<file path="config.mk">
export PLATFORM = sky130hd
export DESIGN_NAME = enemy_sequencer
export DESIGN_NICKNAME = d
export VERILOG_FILES = /design/src/rtl/enemy_sequencer.sv
export SDC_FILE = /design/constraint.sdc
export NUM_CORES = 1
export LEC_CHECK = 0
export CAP_MARGIN = 20
export CORE_ASPECT_RATIO = 0.7
export CORE_MARGIN = 2
export CORE_UTILIZATION = 49
export CTS_CLUSTER_DIAMETER = 60
export DETAILED_ROUTE_END_ITERATION = 10
export PLACE_DENSITY = 0.81
export SLEW_MARGIN = 25
export SYNTH_ARGS = -nofsm -noshare
export SYNTH_HDL_FRONTEND = slang
export SYNTH_SLANG_ARGS = --single-unit
</file>
<file path="constraint.sdc">
create_clock -name clk -period 2.3 [get_ports clk]
set_clock_uncertainty 0.1 [all_clocks]
set_input_delay 0.345 -clock clk [delete_from_list [all_inputs] [get_ports clk]]
set_output_delay 0.345 -clock clk [all_outputs]
set_load 0.005 [all_outputs]
</file>
<file path="src/rtl/enemy_sequencer.sv">
// enemy_sequencer: frame-loop controller for one enemy sprite datapath.
// Loop: CLEAR -> PRE_DRAW -> DRAW -> WAIT -> PRE_ERASE -> ERASE -> MOVE -> CLEAR.
// Ports: clk/reset_N (sync, active-low); start/stop/pause level controls;
//   hold/done datapath handshakes; reset_C/enable_delay/enable_XY/erase/plot
//   datapath strobes; vga_we pixel write enable; busy/timeout_err/move_count/
//   state_dbg status for the game-level controller.
module enemy_sequencer #(
  parameter int PLOT_TIMEOUT = 255,
  parameter int MOVE_W       = 8
) (
  input  logic              clk,
  input  logic              reset_N,
  input  logic              start,
  input  logic              stop,
  input  logic              pause,
  input  logic              hold,
  input  logic              done,
  output logic              reset_C,
  output logic              enable_delay,
  output logic              enable_XY,
  output logic              erase,
  output logic              plot,
  output logic              vga_we,
  output logic              busy,
  output logic              timeout_err,
  output logic [MOVE_W-1:0] move_count,
  output logic [2:0]        state_dbg
);

  localparam int WD_W = $clog2(PLOT_TIMEOUT + 1);

  typedef enum logic [2:0] {
    IDLE      = 3'd0,
    CLEAR     = 3'd1,
    PRE_DRAW  = 3'd2,
    DRAW      = 3'd3,
    WAIT      = 3'd4,
    PRE_ERASE = 3'd5,
    ERASE     = 3'd6,
    MOVE      = 3'd7
  } state_t;

  state_t          state;
  state_t          state_nxt;
  logic [WD_W-1:0] wdog;
  logic            wd_exp;
  logic            in_wait;
  logic            plotting;

  // Abort fires on the PLOT_TIMEOUT-th cycle of DRAW/ERASE; a done arriving
  // in that same cycle takes priority and suppresses the error.
  assign plotting = (state == DRAW) || (state == ERASE);
  assign wd_exp   = plotting && (wdog == WD_W'(PLOT_TIMEOUT - 1)) && !done;

  always_comb begin
    state_nxt = state;
    unique case (state)
      IDLE:      if (start) state_nxt = CLEAR;
      CLEAR:     state_nxt = PRE_DRAW;
      PRE_DRAW:  state_nxt = DRAW;
      DRAW:      if (done || wd_exp) state_nxt = WAIT;
      WAIT:      if (hold) state_nxt = PRE_ERASE;
      PRE_ERASE: state_nxt = ERASE;
      ERASE:     if (done || wd_exp) state_nxt = stop ? IDLE : MOVE;
      MOVE:      state_nxt = CLEAR;
      default:   state_nxt = IDLE;
    endcase
  end

  // State and strobes registered together; strobes are decoded from the
  // state being entered so they line up with state_dbg.
  always_ff @(posedge clk) begin
    if (!reset_N) begin
      state       <= IDLE;
      reset_C     <= 1'b1;
      enable_XY   <= 1'b0;
      erase       <= 1'b0;
      plot        <= 1'b0;
      busy        <= 1'b0;
      in_wait     <= 1'b0;
      wdog        <= '0;
      timeout_err <= 1'b0;
      move_count  <= '0;
    end else begin
      state     <= state_nxt;
      reset_C   <= (state_nxt != CLEAR);
      enable_XY <= (state_nxt == MOVE);
      erase     <= (state_nxt == PRE_ERASE) || (state_nxt == ERASE);
      plot      <= (state_nxt == DRAW) || (state_nxt == ERASE);
      busy      <= (state_nxt != IDLE);
      in_wait   <= (state_nxt == WAIT);

      // PRE_DRAW/PRE_ERASE always precede the plot states, so any non-plot
      // cycle clearing the counter gives a clean start on entry.
      if (plotting) wdog <= wdog + WD_W'(1);
      else          wdog <= '0;

      if (wd_exp) timeout_err <= 1'b1;

      if (state == MOVE) move_count <= move_count + MOVE_W'(1);
    end
  end

  // Pause only gates the frame delay counter; hold still advances WAIT.
  assign enable_delay = in_wait & ~pause;
  assign vga_we       = plot & ~done;
  assign state_dbg    = state;

endmodule

</file>
==> flow_summary_export.csv <==
group,metric,value,unit
synthesis,yosysWarnings,0,
setup_path,critical_path.top_delay_family,"flip-flops",
run_status,status,"finished clean",
setup_path,startpoint_type,"register",
setup_path,critical_path_cell_count,1,
clock_tree,postCtsResizedCells,0,
synthesis,synthXorXnorAreaFrac,9.83,%
finish,leading_cell_type_in_the_layout_fill_and_taps_excluded,"dfxtp_1",
min_path,hold_depth,1,
synthesis,synth_cell_type_count,37,
clock_tree,clock_tree_from_tritoncts,"done",
clock_tree,ctsHoldBuffers,0,
grt,antenna_found_initial,0,
detailed_routing,route.final.wire_length,2520,um
sta,final-max-slew-violation-count,0,
floorplan,core_area,0.00244,sq mm
grt,grtUsageTotal,18.3,%
synthesis,yosys_register_bits,26,
setup_path,r2r.worst_path.cells,7,
finish,area_growth_syn_to_layout,25.0,%
min_path,hold-path-endpoint,"timeout_err",
grt,grt_pass1_vias,906,
synthesis,synthesis.instances,136,
detailed_routing,drc,0,
clock_tree,clock_sink_count,26,
synthesis,yosys.area_share.adder,3.01,%
grt,pin_count_of_the_biggest_net_entering_global_routing,17,
synthesis,synth_simple_gate_area_share,27.3,%
grt,global_route_wire_length_before_repair,4150,um
placed_design,place_hpwl,1860,um
pwr,tot_pwr,864,uW
detailed_routing,detail_route.wl_per_cell,12.9,um
sta,final.min_clock_period,2.01,ns
sta,finalHoldWorstSlack,0.395,ns
sta,fin_tns_setup,0,ns
finish,layout_common_cells,"dfxtp_1 (26), clkdlybuf4s50_1 (25), nor2_1 (14)",
placed_design,gp_routability_congestion,0.882,
setup_path,worst-setup-path-type,"register to output pin",
clock_tree,cts_setup_buffers,0,
sta,report.final.setup_viol,0,
synthesis,synth_top_flop_cell,"dfxtp_1",
detailed_routing,drt-initial-drc-count,101,
synthesis,mappedNetlistNets,146,
floorplan,design.die.area,0.00297,sq mm
pwr,pwr_density_cell,554,mW/mm^2
setup_path,timing.reg2reg.setup_slack,0.33,ns
clock_tree,clk_root_buffer_cell,"clkbuf_4",
detailed_routing,drt-vias-per-instance,5.35,
setup_path,timing.critical_path.arrival,1.57,ns
setup_path,slowest_stage_cell_cp,"dfxtp_1",
setup_path,crit_buf_inv,1,
sta,hold_violation_total_from_the_final_report,0,
synthesis,synth_compound_gate_area_share,12.7,%
synthesis,synth-edff-count,0,
sta,tightest_slew,0.478,ns
setup_path,cp.required,1.86,ns
clock_tree,worst_setup_hold_path_clk_slew,0.14,ns
finish,multi_input_area,679,sq um
synthesis,largest_family_of_logic_cells_by_synthesized_area,"simple AND/OR/NAND/NOR gates",
pwr,ir_worst_vdd,430,uV
floorplan,floorplan.die.width,64.3,um
job,max_cap_violation_count,0,
synthesis,async_reset_ff_share,0,%
detailed_routing,detailedRoute.firstPassIterationCount,4,
finish,seqCellArea,520,sq um
sta,fmax,497,MHz
clock_tree,cts_made_buffers,3,
detailed_routing,vias,1044,
finish,drive_above_1_share,8.07,%
finish,n_antenna_cell,0,
setup_path,critical_path.reg2reg.startpoint,"wdog[0]",
setup_path,critical_path.cell_chain,"clkdlybuf4s50_1",
min_path,holdCritStartpoint,"timeout_err",
synthesis,synth_seq_area_share,41.7,%
sta,timing.final.crit_share,87.5,%
sta,rsz0062_at_grt,"false",
finish,fillers,199,
sta,rel_slew_slack,68.1,%
floorplan,die_h,46.2,um
pwr,power.leakage,0.590,nW
setup_path,cpPeakStageDelay,0.64,ns
synthesis,proportion_of_synthesized_area_in_mux_cells,1.60,%
placed_design,number_of_buffer_cells_added_on_primary_ports,25,
floorplan,rows,15,
setup_path,worstSetupEndpointType,"output pin",
finish,fin_nets,172,
floorplan,start_util,51.1,%
floorplan,ios,26,
detailed_routing,route.antenna.remaining_nets,0,
clock_tree,cts.htree.levels,1,
synthesis,mean_area_per_synthesized_cell,9.17,sq um
clock_tree,max-clock-path-buffers,2,
grt,grt_overflow,0,
setup_path,cp_max_fo,16,
clock_tree,worst_skew_pair.late_latency,0.32,ns
setup_path,reg2reg_to,"reset_C",
min_path,min-delay-path-class,"register to register",
synthesis,syn_area,0.00125,sq mm
## kinds of logic (layout without fill, tap and decap cells)
kind of cell	count (synthesis)	count (layout)
compound gates	20	20
xor+xnor	14	14
fa+ha+maj	3	3
buf+inv	9	34
flops	26	26
mux	2	2
simple gates	62	62
## worst max path at each step
stage | end | slack, ns | from
6_report | state_dbg[1] | 0.29 | state_dbg[1]
5_1_grt | erase | 0.18 | wdog[0]
4_1_cts | state_dbg[1] | 0.27 | state_dbg[1]
3_5_place_dp | reset_C | 0.33 | done
3_3_place_gp | vga_we | 0.37 | done
2_1_floorplan | reset_C | 0.46 | wdog[0]
## layer usage
metal / part of all wire (%) / GRT usage [%]
met5: 0 / 0
met4: 0.99 / 5.11
met3: 7.3 / 6.60
met2: 45 / 29.8
met1: 47 / 23.4
## cells in the mapped netlist, drive strengths merged, types with 2 or more instances
| cell | number | share of area (%) |
|---|---|---|
| o21ai | 3 | 1.2 |
| xor2 | 6 | 4.2 |
| buf | 5 | 2.5 |
| dfxtp | 26 | 42 |
| mux2i | 2 | 1.6 |
| a21oi | 6 | 2.4 |
| and3 | 4 | 2.0 |
| xnor2 | 8 | 5.6 |
| inv | 2 | 0.60 |
| and2 | 9 | 4.5 |
| nor2 | 14 | 4.2 |
| nor2b | 4 | 2.0 |
| clkbuf | 2 | 0.70 |
| o21a | 2 | 1.2 |
| and4 | 3 | 2.5 |
| a21o | 2 | 1.8 |
| nand3 | 9 | 3.6 |
| ha | 3 | 3.0 |
| nor3 | 2 | 0.80 |
| nand4 | 4 | 2.0 |
| nand2 | 9 | 2.9 |
## layout make-up
class / count / area share [%]
sequential: 26 / 33.4
inverter: 2 / 0.482
multi-input combinational: 101 / 43.6
clock buffer: 4 / 2.33
tap: 34 / 2.73
timing repair buffer: 28 / 17.5
## stage by stage
step                      instances  utilization (%)  setup WS [ns]  area, sq um
final                           195             63.9          0.288         1560
after global routing            195             63.9          0.184         1560
after floorplan                 136                -          0.464         1250
after detailed placement        191             62.4          0.332         1520
after global placement          191             62.4          0.367         1520
after CTS                       195             63.9          0.273         1560
## power by group
group | switching (mW) | total, mW | internal (mW)
clock network | 0.130 | 0.226 | 0.0968
logic | 0.0674 | 0.147 | 0.0796
registers | 0.0242 | 0.491 | 0.467
(Power assumes the default switching activity.)
